[src/rtl/bitscan32_seq.sv]
// Decomposes a 32-bit word into one index beat per set bit (LSB- or MSB-first via SCAN_DIR).
// Optional macro BITSCAN_SKIPZERO_EN drops all-zero words instead of emitting an EMPTY beat.
module bitscan32_seq #(
  parameter int SCAN_DIR = 0
) (
  input  logic        clk,
  input  logic        rst_n,
  input  logic        in_valid,
  output logic        in_ready,
  input  logic [31:0] in_word,
  output logic        out_valid,
  input  logic        out_ready,
  output logic [4:0]  out_index,
  output logic        out_last,
  output logic        out_zero,
  output logic [5:0]  out_seq,
  output logic        busy
);

  typedef enum logic [1:0] {IDLE, SCAN, EMPTY} state_t;

  state_t      state_q, state_d;
  logic [31:0] pend_q, pend_d;
  logic [5:0]  cnt_q, cnt_d;
  logic [4:0]  lo_idx, hi_idx, sel_idx;
  logic        one_hot;

  // Both priority encoders in one pass; last assignment wins for each direction.
  always_comb begin
    lo_idx = '0;
    hi_idx = '0;
    for (int unsigned i = 0; i < 32; i++) begin
      if (pend_q[i])      hi_idx = 5'(i);
      if (pend_q[31 - i]) lo_idx = 5'(31 - i);
    end
  end

  assign sel_idx = (SCAN_DIR == 0) ? lo_idx : hi_idx;
  assign one_hot = (pend_q != '0) && ((pend_q & (pend_q - 32'd1)) == '0);
  assign busy    = (state_q != IDLE);

  always_comb begin
    state_d   = state_q;
    pend_d    = pend_q;
    cnt_d     = cnt_q;
    in_ready  = 1'b0;
    out_valid = 1'b0;
    out_index = '0;
    out_last  = 1'b0;
    out_zero  = 1'b0;
    out_seq   = '0;
    case (state_q)
      IDLE: begin
        in_ready = 1'b1;
        if (in_valid) begin
          pend_d = in_word;
          cnt_d  = '0;
          if (in_word != '0) begin
            state_d = SCAN;
          end else begin
`ifdef BITSCAN_SKIPZERO_EN
            state_d = IDLE;
`else
            state_d = EMPTY;
`endif
          end
        end
      end
      SCAN: begin
        out_valid = 1'b1;
        out_index = sel_idx;
        out_last  = one_hot;
        out_seq   = cnt_q;
        if (out_ready) begin
          pend_d = pend_q & ~(32'd1 << sel_idx);
          cnt_d  = cnt_q + 6'd1;
          if (one_hot) state_d = IDLE;
        end
      end
      EMPTY: begin
        out_valid = 1'b1;
        out_last  = 1'b1;
`ifndef BITSCAN_SKIPZERO_EN
        out_zero  = 1'b1;
`endif
        if (out_ready) state_d = IDLE;
      end
      default: state_d = IDLE;
    endcase
  end

  always_ff @(posedge clk or negedge rst_n) begin
    if (!rst_n) begin
      state_q <= IDLE;
      pend_q  <= '0;
      cnt_q   <= '0;
    end else begin
      state_q <= state_d;
      pend_q  <= pend_d;
      cnt_q   <= cnt_d;
    end
  end

endmodule

[config.mk]
export PLATFORM = sky130hd
export DESIGN_NAME = bitscan32_seq
export DESIGN_NICKNAME = d
export VERILOG_FILES = /design/src/rtl/bitscan32_seq.sv
export SDC_FILE = /design/constraint.sdc
export NUM_CORES = 1
export LEC_CHECK = 0
export BUFFER_PORTS_ARGS = -buffer_cell sky130_fd_sc_hd__buf_2
export CELL_PAD_IN_SITES_DETAIL_PLACEMENT = 0
export CELL_PAD_IN_SITES_GLOBAL_PLACEMENT = 1
export CORE_MARGIN = 2
export CORE_UTILIZATION = 42
export DETAILED_ROUTE_END_ITERATION = 10
export GPL_ROUTABILITY_DRIVEN = 0
export PLACE_DENSITY = 0.91
export SETUP_SLACK_MARGIN = 0.02
export SYNTH_ARGS = -nofsm -noshare
export SYNTH_HDL_FRONTEND = slang
export SYNTH_SLANG_ARGS = --single-unit
[constraint.sdc]
create_clock -name clk -period 5 [get_ports clk]
set_input_delay 1.25 -clock clk [delete_from_list [all_inputs] [get_ports clk]]
set_output_delay 1.25 -clock clk [all_outputs]
set_load 0.1 [all_outputs]
# Yosys cells after proc, flatten, opt, wreduce, memory -nomap -nowiden
# Index checks and enable logic that the tools add are counted.
dict set report word_totals {
  reg_bits 40
  inputBits 36
}
dict set report classes {
  n_addsub 2
  eq_ne 6
  shifts 1
  muxes 50
  bitwise_logic 3
  n_reduce_logical 10
}
# operator n
set ops {}
lappend ops {{$mux W5} 33}
lappend ops {{$and A32 B32 Y32} 2}
lappend ops {{$mux W32} 2}
lappend ops {{$pmux W32 S2} 1}
lappend ops {{$reduce_bool A32 Y1} 2}
lappend ops {{$logic_not A32 Y1} 1}
lappend ops {{$not A32 Y32} 1}
lappend ops {{$shl A1 B5 Y32 const A} 1}
lappend ops {{$sub A32 B1 Y32 const B} 1}
lappend ops {{$mux W6} 3}
lappend ops {{$pmux W6 S2} 1}
lappend ops {{$mux W2} 5}
lappend ops {{$ne A2 B2 Y1 const B} 4}
lappend ops {{$add A6 B1 Y6 const B} 1}
lappend ops {{$pmux W2 S3} 1}
lappend ops {{$reduce_and A4 Y1} 1}
lappend ops {{$reduce_bool A2 Y1} 2}
lappend ops {{$mux W1} 3}
lappend ops {{$reduce_and A3 Y1} 1}
lappend ops {{$eq A2 B1 Y1 const B} 1}
lappend ops {{$eq A2 B2 Y1 const B} 1}
lappend ops {{$logic_not A2 Y1} 1}
lappend ops {{$pmux W1 S2} 1}
lappend ops {{$reduce_or A2 Y1} 1}
lappend ops {{$logic_and A1 B1 Y1} 1}

# Depth between registers and ports, before layout
# Gate-level depths: netlist of the first run.
dict set report depth {
  word_depth 37
  mapped_depth 11
}

# Least setup slack after synthesis of the first run
# No wires, ideal clock.
dict set report synth_timing {
  kind {reg-to-output}
  start {reg pend_q[6]}
  end {out out_last}
  arrival_ps 4008
  setup_slack_ps -258
  path_stages_with_launch 12
  path_cell_list {dfrtp_1 -> buf_6 -> or4_4 -> buf_6 -> or2_1 -> clkbuf_2 -> or4_4 -> a221oi_2 -> o22ai_1 -> nor4_4 -> a31oi_1 -> nor2b_1}
}
dict set report synth_via {
  elab_chain_len 5
  elab_cells_between_ends 6
  classes_between {add/sub: 1; mux: 1; bitwise: 1; reduce/logical: 3}
}
# item line_no
set synth_rtl {}
lappend synth_rtl {{from (decl)} 23} ;# logic [31:0] pend_q, pend_d;
lappend synth_rtl {{from (signal assigned)} 99} ;# pend_q <= pend_d;
lappend synth_rtl {{$sub A32 B1 Y32} 39} ;# assign one_hot = (pend_q != '0) && ((pend_q & (pend_q - 32'd1)) == '0);
lappend synth_rtl {{$and A32 B32 Y32} 39}
lappend synth_rtl {{$logic_not A32 Y1} 39}
lappend synth_rtl {{$logic_and A1 B1 Y1 (*)} 39}
lappend synth_rtl {{$pmux W1 S2 (*)} 52} ;# case (state_q)
lappend synth_rtl {{to (decl)} 14} ;# output logic out_last,
# Mark *: on every way between the ends. The rest lies on a longest branch, timed or not.

# Worst setup path after layout of the first run
dict set report layout_timing {
  start {reg pend_q[3]}
  end {out out_last}
}
# The elaborated chain is that of the path after synthesis.

==> out/summary.log, run 1 <==
INFO  setup_path     setup.worst_path.end_class=primary output
INFO  final_layout   area_growth_syn_to_layout=14.13%
INFO  global_routing antenna_violations_before_repair=0
INFO  global_routing grt_pass1_wl=14.01mm
INFO  final_layout   fillCellCount=679
INFO  cts            tritoncts.num_buffers=5
INFO  floorplan      die-width=86.40um
INFO  synthesis      synthFlopType=dfrtp_1
INFO  timing         finalClockSkew=0.003681ns
INFO  global_routing grt_max_degree=44
INFO  synthesis      ys_top_cells_by_area=dfrtp_1 35%, mux2i_1 7.7%, a21oi_1 5.3%
INFO  synthesis      synth_top_area_share=35.10%
INFO  floorplan      fp.coreArea=6681um2
INFO  place          placement.io_buffers=51
INFO  synthesis      post_synth_instance_area=2851um2
INFO  synthesis      synth-adder-area-share=2.457%
INFO  timing         grt_setup_unrepaired=false
INFO  setup_path     worstPathMaxFanout=10
INFO  final_layout   final_cells=459
INFO  synthesis      ys_async_sr_fraction=100.0%
INFO  power          total_power=2.418mW
INFO  global_routing first_global_vias=2782
INFO  synthesis      yosysMostFrequentCell=dfrtp_1
INFO  synthesis      postSynthRegisterBits=40
INFO  synthesis      synth_top_family_by_area=simple AND/OR/NAND/NOR gates
INFO  timing         maxSlewHeadroom=26.30%
INFO  setup_path     crit_required=3.75ns
INFO  synthesis      netlist.top_cell.by_area=dfrtp_1
INFO  route          finalWirelength=8.683mm
INFO  route          remaining_drc_errors=0
INFO  floorplan      die_h=86.40um
INFO  power          cellLeakagePower=1.367nW
INFO  route          final_antenna_net_count=0
INFO  synthesis      ys_top_cells_by_count=40 x dfrtp_1, 38 x nor2_1, 30 x a21oi_1
INFO  synthesis      postSynthCellCount=337
INFO  synthesis      synthesis.nets=377
INFO  timing         final_hold_viol_count=0
INFO  global_routing gr-usage-all-layers=23.75%
INFO  synthesis      muxShareOfSynthArea=8.249%
INFO  cts            cts_tree=done
INFO  setup_path     criticalPathCategory=reg2out
INFO  cts            clk_pin_slew_worst_paths=0.08ns
INFO  setup_path     worst_setup_start_kind=flop
INFO  route          vias=2980
INFO  floorplan      rows=30
INFO  cts            ctsRootBufferMaster=clkbuf_8
INFO  place          hpwl=6.615mm
INFO  timing         tns=0ns
INFO  synthesis      synth-edff-count=0
INFO  synthesis      seq_area_frac_synth=35.10%
INFO  floorplan      boundary_pin_count=52
INFO  final_layout   n_antenna_cell=0
INFO  final_layout   fraction_of_final_layout_cells_sized_beyond_drive_strength_1=19.26%
INFO  timing         max_slew.worst_pin.slew=1.097ns
INFO  job            drv.max_cap_violation_count=0
INFO  power          power_density=743.1nW/um2
INFO  synthesis      area_fraction_in_compound_gates_after_synthesis=21.90%
INFO  cts            cts_htree_levels=2
INFO  timing         timing.final.crit_period=4.747ns
INFO  power          vdd_ir_drop_max=0.4232mV
INFO  route          drt-initial-drc-count=343
INFO  cts            numClockSinks=40
INFO  floorplan      die_area=7464um2
INFO  cts            clk-insertion-delay-late=0.29ns
INFO  timing         fmax=0.2107GHz
INFO  setup_path     worst_ep_arrival_time=3.50ns
INFO  route          via_per_inst=6.492
INFO  run_status     run_status=completed
INFO  route          drt-pass1-iter-count=5
INFO  timing         timing.final.max_slew_violations=0
INFO  synthesis      distinct_cells_synth=54
INFO  timing         number_of_failing_setup_endpoints_in_the_final_timing_report=0
INFO  synthesis      synth.avg_cell_area=8.461um2
INFO  route          wl_per_cell=18.92um
INFO  synthesis      yosys.area_share.simple=26.72%
INFO  synthesis      synthXorXnorAreaFrac=1.229%
INFO  synthesis      ys.warnings.count=0
INFO  timing         period_share=94.94%
INFO  hold_path      worst_hold_path_type=reg2reg
INFO  final_layout   layout.nets=418
INFO  global_routing remaining_global_route_overflow=0
INFO  cts            clk_path_buf_depth=2
INFO  place          post_place_cells=451
INFO  floorplan      initial_util=42.68%
==> critical path, stage by stage, from the launching register on <==
cell	delay [ns]
dfrtp_1	0.45
or4_4	0.64
or2_1	0.33
or4_4	0.53
a221oi_2	0.28
o22ai_1	0.15
nor4_4	0.26
a31oi_1	0.15
nor2b_2	0.13
buf_4	0.29
==> area by class of cell <==
cell class                      count  area (um2)  share of cell area, %
Inverter                           10       37.54                  1.153
Sequential cell                    40        1001                  30.76
Clock buffer                        6       72.57                  2.230
Tap cell                           80       100.1                  3.076
Timing Repair Buffer               52       265.3                  8.151
Clock inverter                      2       35.03                  1.077
Multi-Input combinational cell    269        1743                  53.56
==> state kept, by name (all words and copies together) (netlist names) <==
register	flops
cnt_q	6
pend_q	32
state_q	2
==> cells in the final DEF, fill, tap and decap left out, types with 5 or more instances in the layout <==
| cell type | netlist | layout |
|---|---|---|
| nor2_1 | 38 | 38 |
| clkbuf_8 | 0 | 5 |
| mux2i_1 | 22 | 22 |
| nor4_1 | 16 | 16 |
| nand4_1 | 7 | 7 |
| dfrtp_1 | 40 | 40 |
| nor3_1 | 11 | 11 |
| inv_1 | 10 | 10 |
| buf_2 | 2 | 50 |
| o31ai_1 | 5 | 5 |
| or4_1 | 9 | 8 |
| a21oi_1 | 30 | 30 |
| and2_1 | 7 | 7 |
| nand2b_1 | 6 | 6 |
| a31oi_1 | 9 | 9 |
| nand3_1 | 5 | 5 |
| nand2_1 | 17 | 17 |
| o21ai_0 | 18 | 18 |
==> cells by family (layout without fill, tap and decap cells) <==
| logic type | Yosys count | in the layout |
|---|---|---|
| and+or+nand+nor | 139 | 139 |
| AOI/OAI and AO/OA | 97 | 97 |
| xor gates and xnor gates | 4 | 4 |
| DFF | 40 | 40 |
| muxes | 23 | 23 |
| adders and majority gates | 6 | 6 |
| buffers and inverters | 28 | 70 |
==> final timing paths <==
kind	start	end	slack, ns	cells past startpoint
worst max-delay path	pend_q[3]$_DFFE_PN0P_	out_last	0.25	9
worst min-delay path	cnt_q[5]$_DFFE_PN0P_	cnt_q[5]$_DFFE_PN0P_	0.54	2
worst max register to register	pend_q[3]$_DFFE_PN0P_	state_q[1]$_DFFE_PN0P_	1.81	8
worst min register to register	cnt_q[5]$_DFFE_PN0P_	cnt_q[5]$_DFFE_PN0P_	0.54	2
max in group asynchronous	rst_n	pend_q[9]$_DFFE_PN0P_	3.34	1
min in group asynchronous	rst_n	pend_q[21]$_DFFE_PN0P_	1.08	1
==> where the power goes <==
group	leakage (nW)	switching, mW	internal [mW]	total (mW)
Combinational	0.817	0.980	0.435	1.42
Clock	0.0552	0.114	0.148	0.262
Sequential	0.495	0.272	0.469	0.741
Total	1.37	1.37	1.05	2.42
==> stage by stage <==
step	util [%]	hold slack [ns]	setup WS (ns)	area [um2]
floorplan	-	0.4931	0.2520	2854
detailed placement	46.87	0.5312	0.2618	3132
global placement	46.87	0.5155	0.3966	3132
global route	48.71	0.5682	0.08826	3254
CTS	48.65	0.5480	0.1482	3251
finish	48.71	0.5428	0.2530	3254
==> per-layer routing <==
layer	wire length [um]	vias up	global-route usage (%)	share of wire [%]
met3	647	26	3.048	7.5
met5	0	-	0	0
met4	277	0	8.523	3.2
li1	-	1364	-	-
met1	3700	1448	33.88	43
met2	4058	142	37.13	47
==> timing repair <==
action / in CTS / in global routing
buffers inserted: 0 / 0
hold buffers: 0 / 0
setup endpoints to repair: 1 / 1
resized for setup: 2 / 1
hold endpoints to repair: 0 / 0
Power figures use the tool's default switching activity.
==> run 2: changes to the inputs <==
Settings changed: CELL_PAD_IN_SITES_DETAIL_PLACEMENT 0 to not set, CELL_PAD_IN_SITES_GLOBAL_PLACEMENT 1 to not set, CORE_UTILIZATION 42 to 55, PLACE_DENSITY 0.91 to 0.89.
==> run 2 against run 1 <==
  * First-iteration DRC count is 50% higher
  * Total power is 0.17% higher
  * Design area is 0.65% lower
  * Maximum frequency is 0.54% lower
  * Highest routed layer unchanged
  * Count of clock-buffer cells in the layout stayed put
  * Critical path depth stayed put
  * Largest cell class unchanged
  * Via count is 2.3% higher
  * Routed wire length hardly changed
  * Non-clock buffer count stayed put
  * Largest power group unchanged
  * Clock skew is 0.00055 ns higher
  * Hold slack better by 0.018 ns
  * Register-to-register slack hardly changed
==> out/summary.log, run 2 (synthesized netlist as in run 1, its figures left out) <==
INFO  cts            hold_buffers=0 [unchanged]
INFO  timing         final_hold_viol_count=0 [unchanged]
INFO  timing         max_slew.worst_pin.slew=1.031ns [-0.06603 ns]
INFO  place          placedInstanceArea=3119um2 [-0.40%]
INFO  cts            cts_htree_levels=2 [unchanged]
INFO  hold_path      worst_hold_path_type=reg2reg
INFO  final_layout   top_regs=pend_q: 32 flops, cnt_q: 6 flops, state_q: 2 flops
INFO  timing         timing.final.crit_period=4.773ns [+0.02601 ns]
INFO  final_layout   top_register=pend_q
INFO  floorplan      die_h=76.01um [-12%]
INFO  floorplan      rows=26 [-13%]
INFO  route          vias=3050 [+2.3%]
INFO  final_layout   layout_common_cells=50 x buf_2, 40 x dfrtp_1, 38 x nor2_1
INFO  cts            clk-insertion-delay-late=0.29ns [about the same]
INFO  global_routing grt_pass1_wl=14.21mm [+1.4%]
INFO  route          finalWirelength=8.688mm [about the same]
INFO  power          power_density=749.3nW/um2 [+0.83%]
INFO  timing         grt_setup_unrepaired=false
INFO  global_routing first_global_vias=2921 [+5.0%]
INFO  route          wl_per_cell=19.35um [+2.3%]
INFO  route          drt-pass1-iter-count=6 [+1]
INFO  floorplan      die-width=76.01um [-12%]
INFO  timing         number_of_failing_setup_endpoints_in_the_final_timing_report=0 [unchanged]
INFO  route          via_per_inst=6.793 [+4.6%]
INFO  cts            numClockSinks=40 [unchanged]
INFO  run_status     run_status=completed
INFO  final_layout   area_growth_syn_to_layout=13.38%
INFO  cts            clk_pin_slew_worst_paths=0.08ns [about the same]
INFO  final_layout   fraction_of_final_layout_cells_sized_beyond_drive_strength_1=19.26% [unchanged]
INFO  setup_path     worstPathMaxFanout=10 [unchanged]
INFO  job            drv.max_cap_violation_count=0 [unchanged]
INFO  setup_path     criticalPathCategory=reg2out
INFO  final_layout   fillCellCount=384 [-43%]
INFO  place          placement.io_buffers=51 [unchanged]
INFO  final_layout   number_of_flip_flops_under_the_largest_register_name=32 [unchanged]
INFO  route          drt-initial-drc-count=515 [+50%]
INFO  global_routing remaining_global_route_overflow=0 [unchanged]
INFO  power          share_seq_of_total_power=31.7% [+1.0 points]
INFO  final_layout   n_antenna_cell=0 [unchanged]
INFO  floorplan      initial_util=56.55% [+14 points]
INFO  power          vdd_ir_drop_max=0.7209mV [+70%]
INFO  power          switching_share_of_total_power=56.81% [+0.33 points]
INFO  floorplan      die_area=5777um2 [-23%]
INFO  setup_path     worst_ep_arrival_time=3.52ns [+0.02 ns]
INFO  global_routing grt_max_degree=44 [unchanged]
INFO  final_layout   layout.nets=418 [unchanged]
INFO  power          cellLeakagePower=1.360nW [-0.52%]
INFO  cts            tritoncts.num_buffers=5 [unchanged]
INFO  power          clockPowerShare=10.9% [about the same]
INFO  setup_path     setup.worst_path.end_class=primary output
INFO  timing         tns=0ns [unchanged]
INFO  power          combinationalPowerShare=57.4% [-1.1 points]
INFO  final_layout   final_cell_area=3233um2 [-0.65%]
INFO  floorplan      boundary_pin_count=52 [unchanged]
INFO  timing         period_share=95.46% [+0.52 points]
INFO  route          remaining_drc_errors=0 [unchanged]
INFO  place          hpwl=6.271mm [-5.2%]
INFO  cts            clk_path_buf_depth=2 [unchanged]
INFO  setup_path     crit_required=3.75ns [about the same]
INFO  route          final_antenna_net_count=0 [unchanged]
INFO  power          internal_portion_of_total_power=1.046mW [-0.58%]
INFO  global_routing gr-usage-all-layers=30.32% [+6.6 points]
INFO  cts            number_of_buffers_inserted_by_post_cts_setup_repair=0 [unchanged]
INFO  timing         finalClockSkew=0.004233ns [+0.0005514 ns]
INFO  setup_path     worst_setup_start_kind=flop
INFO  power          power.switching=1.376mW [+0.75%]
INFO  global_routing antenna_violations_before_repair=0 [unchanged]
INFO  floorplan      fp.coreArea=5042um2 [-25%]
INFO  timing         maxSlewHeadroom=30.73% [+4.4 points]
INFO  timing         timing.final.max_slew_violations=0 [unchanged]
INFO  timing         fmax=0.2095GHz [-0.54%]
INFO  cts            ctsRootBufferMaster=clkbuf_8
INFO  cts            cts_tree=done
INFO  final_layout   mostFrequentLayoutCell=buf_2
==> run 2: cell types whose count changed in the layout (fill, tap and decap cells not counted), sizes merged <==
cell	previous run	this run
buf	52	51
clkbuf	6	7
==> run 2: area by class of cell <==
type | count | area [um2] | area share, %
Clock buffer | 6 | 72.57 | 2.245
Clock inverter | 2 | 35.03 | 1.084
Inverter | 10 | 37.54 | 1.161
Multi-Input combinational cell | 269 | 1734 | 53.64
Sequential cell | 40 | 1001 | 30.96
Tap cell | 70 | 87.58 | 2.709
Timing Repair Buffer | 52 | 265.3 | 8.204
==> run 2: routing by layer <==
layer / track usage (%) / up-vias / wire (um) / share of wire [%]
met2: 50.09 / 251 / 4043 / 47
met3: 6.398 / 29 / 997 / 11
met5: 0 / - / 0 / 0
met4: 14.00 / 0 / 290 / 3.3
met1: 38.33 / 1422 / 3357 / 39
li1: - / 1348 / - / -
==> run 2: critical path, cell delays in order (launching register included) <==
cell and delay, ns:
dfrtp_1 0.46, or4_4 0.64, or2_1 0.33, or4_4 0.54
a221oi_2 0.27, o22ai_1 0.15, nor4_4 0.24, a31oi_1 0.15
nor2b_2 0.12, clkbuf_4 0.32
==> run 2: repair_timing <==
action                                  in CTS  in global routing
gates resized for setup                      0                  2
endpoints found under the hold margin        0                  0
endpoints found under the setup margin       0                  1
==> run 2: final timing paths <==
check | endpoint | startpoint | cells past startpoint | slack, ns
max in group asynchronous | state_q[1]$_DFFE_PN0P_ | rst_n | 1 | 3.37
min in group asynchronous | pend_q[28]$_DFFE_PN0P_ | rst_n | 1 | 1.07
setup / recovery | out_last | pend_q[3]$_DFFE_PN0P_ | 9 | 0.23
hold reg to reg | state_q[1]$_DFFE_PN0P_ | state_q[1]$_DFFE_PN0P_ | 1 | 0.56
setup reg to reg | state_q[1]$_DFFE_PN0P_ | pend_q[3]$_DFFE_PN0P_ | 8 | 1.82
hold / removal | state_q[1]$_DFFE_PN0P_ | state_q[1]$_DFFE_PN0P_ | 1 | 0.56
==> run 2: power groups by stage <==
stage	clock network [mW]	registers, mW	logic (mW)
floorplan	0	0.604	1.17
global placement	0	0.728	1.32
detailed placement	0	0.743	1.34
CTS	0.261	0.737	1.35
global route	0.274	0.777	1.50
finish	0.264	0.769	1.39
==> run 2: through the flow <==
stage               instances  total power, mW  hold slack [ns]  setup slack [ns]  util [%]
floorplan                 337            1.770           0.4931            0.2520         -
global placement          441            2.047           0.5145            0.4617     61.86
detailed placement        441            2.088           0.5425            0.3831     61.86
CTS                       449            2.353           0.5607           0.06074     64.00
global route              449            2.551           0.5823           0.09659     64.12
finish                    449            2.422           0.5607            0.2270     64.12
==> run 3: changes to the inputs <==
Settings changed: SETUP_SLACK_MARGIN 0.02 to 0.5.
==> run 3 against run 2 <==
  * Largest cell class unchanged
  * Critical path type unchanged
  * Clock power shrank 11%
  * Via count grew 5.5%
  * Total power grew 4.0%
  * Combinational power grew 9%
==> out/summary.log, run 3 (synthesized netlist as in run 1, its figures left out) <==
INFO  final_layout   fraction_of_final_layout_cells_sized_beyond_drive_strength_1=25.19% [+5.9 points]
INFO  setup_path     criticalPathCategory=reg2out
INFO  cts            cts_tree=done
INFO  timing         timing.final.max_slew_violations=0 [unchanged]
INFO  cts            clk_pin_slew_worst_paths=0.08ns [about the same]
INFO  final_layout   mostFrequentLayoutCell=buf_2
INFO  setup_path     reg_to_reg_start=pend_q[6]$_DFFE_PN0P_
INFO  cts            hold_buffers=0 [unchanged]
INFO  final_layout   layout.core_utilization=67.39% [+3.3 points]
INFO  route          final_antenna_net_count=0 [unchanged]
INFO  place          placedInstanceArea=3124um2 [+0.16%]
INFO  global_routing first_global_vias=2860 [-2.1%]
INFO  place          dp_worst_setup_slack=0.3520ns [-0.03116 ns]
INFO  hold_path      whs_endpoint=cnt_q[5]$_DFFE_PN0P_
INFO  route          drt-initial-drc-count=597 [+16%]
INFO  setup_path     worst_r2r_endpoint=state_q[1]$_DFFE_PN0P_
INFO  setup_path     worstPathMaxFanout=6 [-4]
INFO  floorplan      die_h=76.01um [unchanged]
INFO  job            drv.max_cap_violation_count=0 [unchanged]
INFO  hold_path      hold_path.startpoint=cnt_q[5]$_DFFE_PN0P_
INFO  place          placement.io_buffers=51 [unchanged]
INFO  timing         final_hold_viol_count=0 [unchanged]
INFO  setup_path     worst_setup_start_kind=flop
INFO  route          wl_per_cell=20.45um [+5.7%]
INFO  global_routing antenna_violations_before_repair=0 [unchanged]
INFO  final_layout   layout_common_cells=50 x buf_2, 38 x nor2_1, 36 x dfrtp_1
INFO  floorplan      die-width=76.01um [unchanged]
INFO  timing         fmax=0.2191GHz [+4.6%]
INFO  floorplan      boundary_pin_count=52 [unchanged]
INFO  setup_path     worst_ep_arrival_time=3.31ns [-0.21 ns]
INFO  cts            numClockSinks=40 [unchanged]
INFO  route          via_per_inst=7.009 [+3.2%]
INFO  floorplan      fp.coreArea=5042um2 [unchanged]
INFO  place          hpwl=6.295mm [+0.37%]
INFO  final_layout   top_register=pend_q
INFO  timing         period_share=91.27% [-4.2 points]
INFO  timing         max_slew.worst_pin.slew=1.109ns [+0.07747 ns]
INFO  power          total_power=2.518mW [+4.0%]
INFO  hold_path      worst_hold_path_type=reg2reg
INFO  timing         worst_path_setup_slack_after_routing=0.4365ns [+0.2095 ns]
INFO  cts            tritoncts.num_buffers=5 [unchanged]
INFO  cts            ctsRootBufferMaster=clkbuf_8
INFO  global_routing grt_max_degree=44 [unchanged]
INFO  global_routing gr-usage-all-layers=31.52% [+1.2 points]
INFO  power          power_density=741.1nW/um2 [-1.1%]
INFO  floorplan      die_area=5777um2 [unchanged]
INFO  floorplan      initial_util=56.55% [unchanged]
INFO  hold_path      hold_depth=2 [+1]
INFO  power          vdd_ir_drop_max=0.5943mV [-18%]
INFO  global_routing remaining_global_route_overflow=0 [unchanged]
INFO  floorplan      rows=26 [unchanged]
INFO  setup_path     crit_required=3.75ns [about the same]
INFO  route          remaining_drc_errors=0 [unchanged]
INFO  timing         grt_setup_unrepaired=true
INFO  timing         number_of_failing_setup_endpoints_in_the_final_timing_report=0 [unchanged]
INFO  global_routing grt_pass1_wl=14.57mm [+2.6%]
INFO  final_layout   n_antenna_cell=0 [unchanged]
INFO  final_layout   number_of_flip_flops_under_the_largest_register_name=32 [unchanged]
INFO  route          drt-pass1-iter-count=7 [+1]
INFO  setup_path     cells_on_worst_reg2reg_path=10 [+2]
INFO  timing         timing.final.crit_period=4.563ns [-0.2095 ns]
INFO  power          cellLeakagePower=1.421nW [+4.5%]
INFO  setup_path     setup.worst_path.end_class=primary output
INFO  final_layout   top_regs=pend_q: 32 flops, cnt_q: 6 flops, state_q: 2 flops
INFO  timing         finalClockSkew=0.006926ns [+0.002694 ns]
INFO  timing         tns=0ns [unchanged]
INFO  final_layout   layout.nets=428 [+2.4%]
INFO  timing         maxSlewHeadroom=25.53% [-5.2 points]
INFO  final_layout   final_cell_area=3398um2 [+5.1%]
INFO  route          vias=3217 [+5.5%]
INFO  cts            clk-insertion-delay-late=0.30ns [about the same]
INFO  final_layout   area_growth_syn_to_layout=19.18%
INFO  run_status     run_status=completed
INFO  cts            clk_path_buf_depth=2 [unchanged]
INFO  setup_path     reg2reg_slack=1.72ns [-0.10 ns]
INFO  cts            cts_htree_levels=2 [unchanged]
INFO  route          finalWirelength=9.387mm [+8.0%]
-- run 3: timing repair --
item | in CTS | in global routing
buffers inserted | 9 | 1
gates resized for setup | 15 | 8
pin swaps | 6 | 10
endpoints found under the hold margin | 0 | 0
setup endpoints to repair | 1 | 1
-- run 3: critical path, stage by stage, from the launching register on --
cell and delay, ns:
dfrtp_2 0.42, or4_4 0.54, or2_4 0.29, or4_4 0.42, a221oi_2 0.30, o22ai_2 0.14
nor4_4 0.41, a31oi_4 0.14, nor2b_4 0.16, buf_12 0.18
-- run 3: worst max path at each step --
stage	slack (ns)	depth (start not counted)	from	end
2_1_floorplan	0.52	11	pend_q[6]$_DFFE_PN0P_	out_last
3_3_place_gp	0.42	9	pend_q[3]$_DFFE_PN0P_	out_last
3_5_place_dp	0.35	9	pend_q[3]$_DFFE_PN0P_	out_last
4_1_cts	0.52	9	pend_q[2]$_DFFE_PN0P_	out_last
6_report	0.44	9	pend_q[6]$_DFFE_PN0P_	out_last
5_1_grt	0.36	11	pend_q[1]$_DFFE_PN0P_	out_last
-- run 3: where the power goes --
| part | total (mW) | switching, mW | internal (mW) |
|---|---|---|---|
| clock network | 0.234 | 0.122 | 0.112 |
| registers | 0.760 | 0.289 | 0.471 |
| logic | 1.52 | 1.04 | 0.488 |
-- run 3: through the flow --
step | hold WS, ns | instances
finish | 0.5460 | 459
global route | 0.5919 | 459
CTS | 0.5475 | 458
detailed placement | 0.5289 | 441
global placement | 0.5136 | 441
floorplan | 0.4931 | 337
-- run 3: per-layer routing --
metal	track usage [%]	wire length (um)	vias to the layer above
li1	-	-	1376
met1	42.58	3556	1479
met2	50.63	4174	297
met3	3.910	1104	65
met4	15.27	551	0
met5	0	0	-
-- run 3: area by class of cell --
type                       count  area, um2
clock buffer                   6      82.58
fill                         380       1644
multi-input combinational    269       1813
inverter                      10      37.54
sequential                    40       1006
clock inverter                 2      15.01
timing repair buffer          62      356.6
tap                           70      87.58
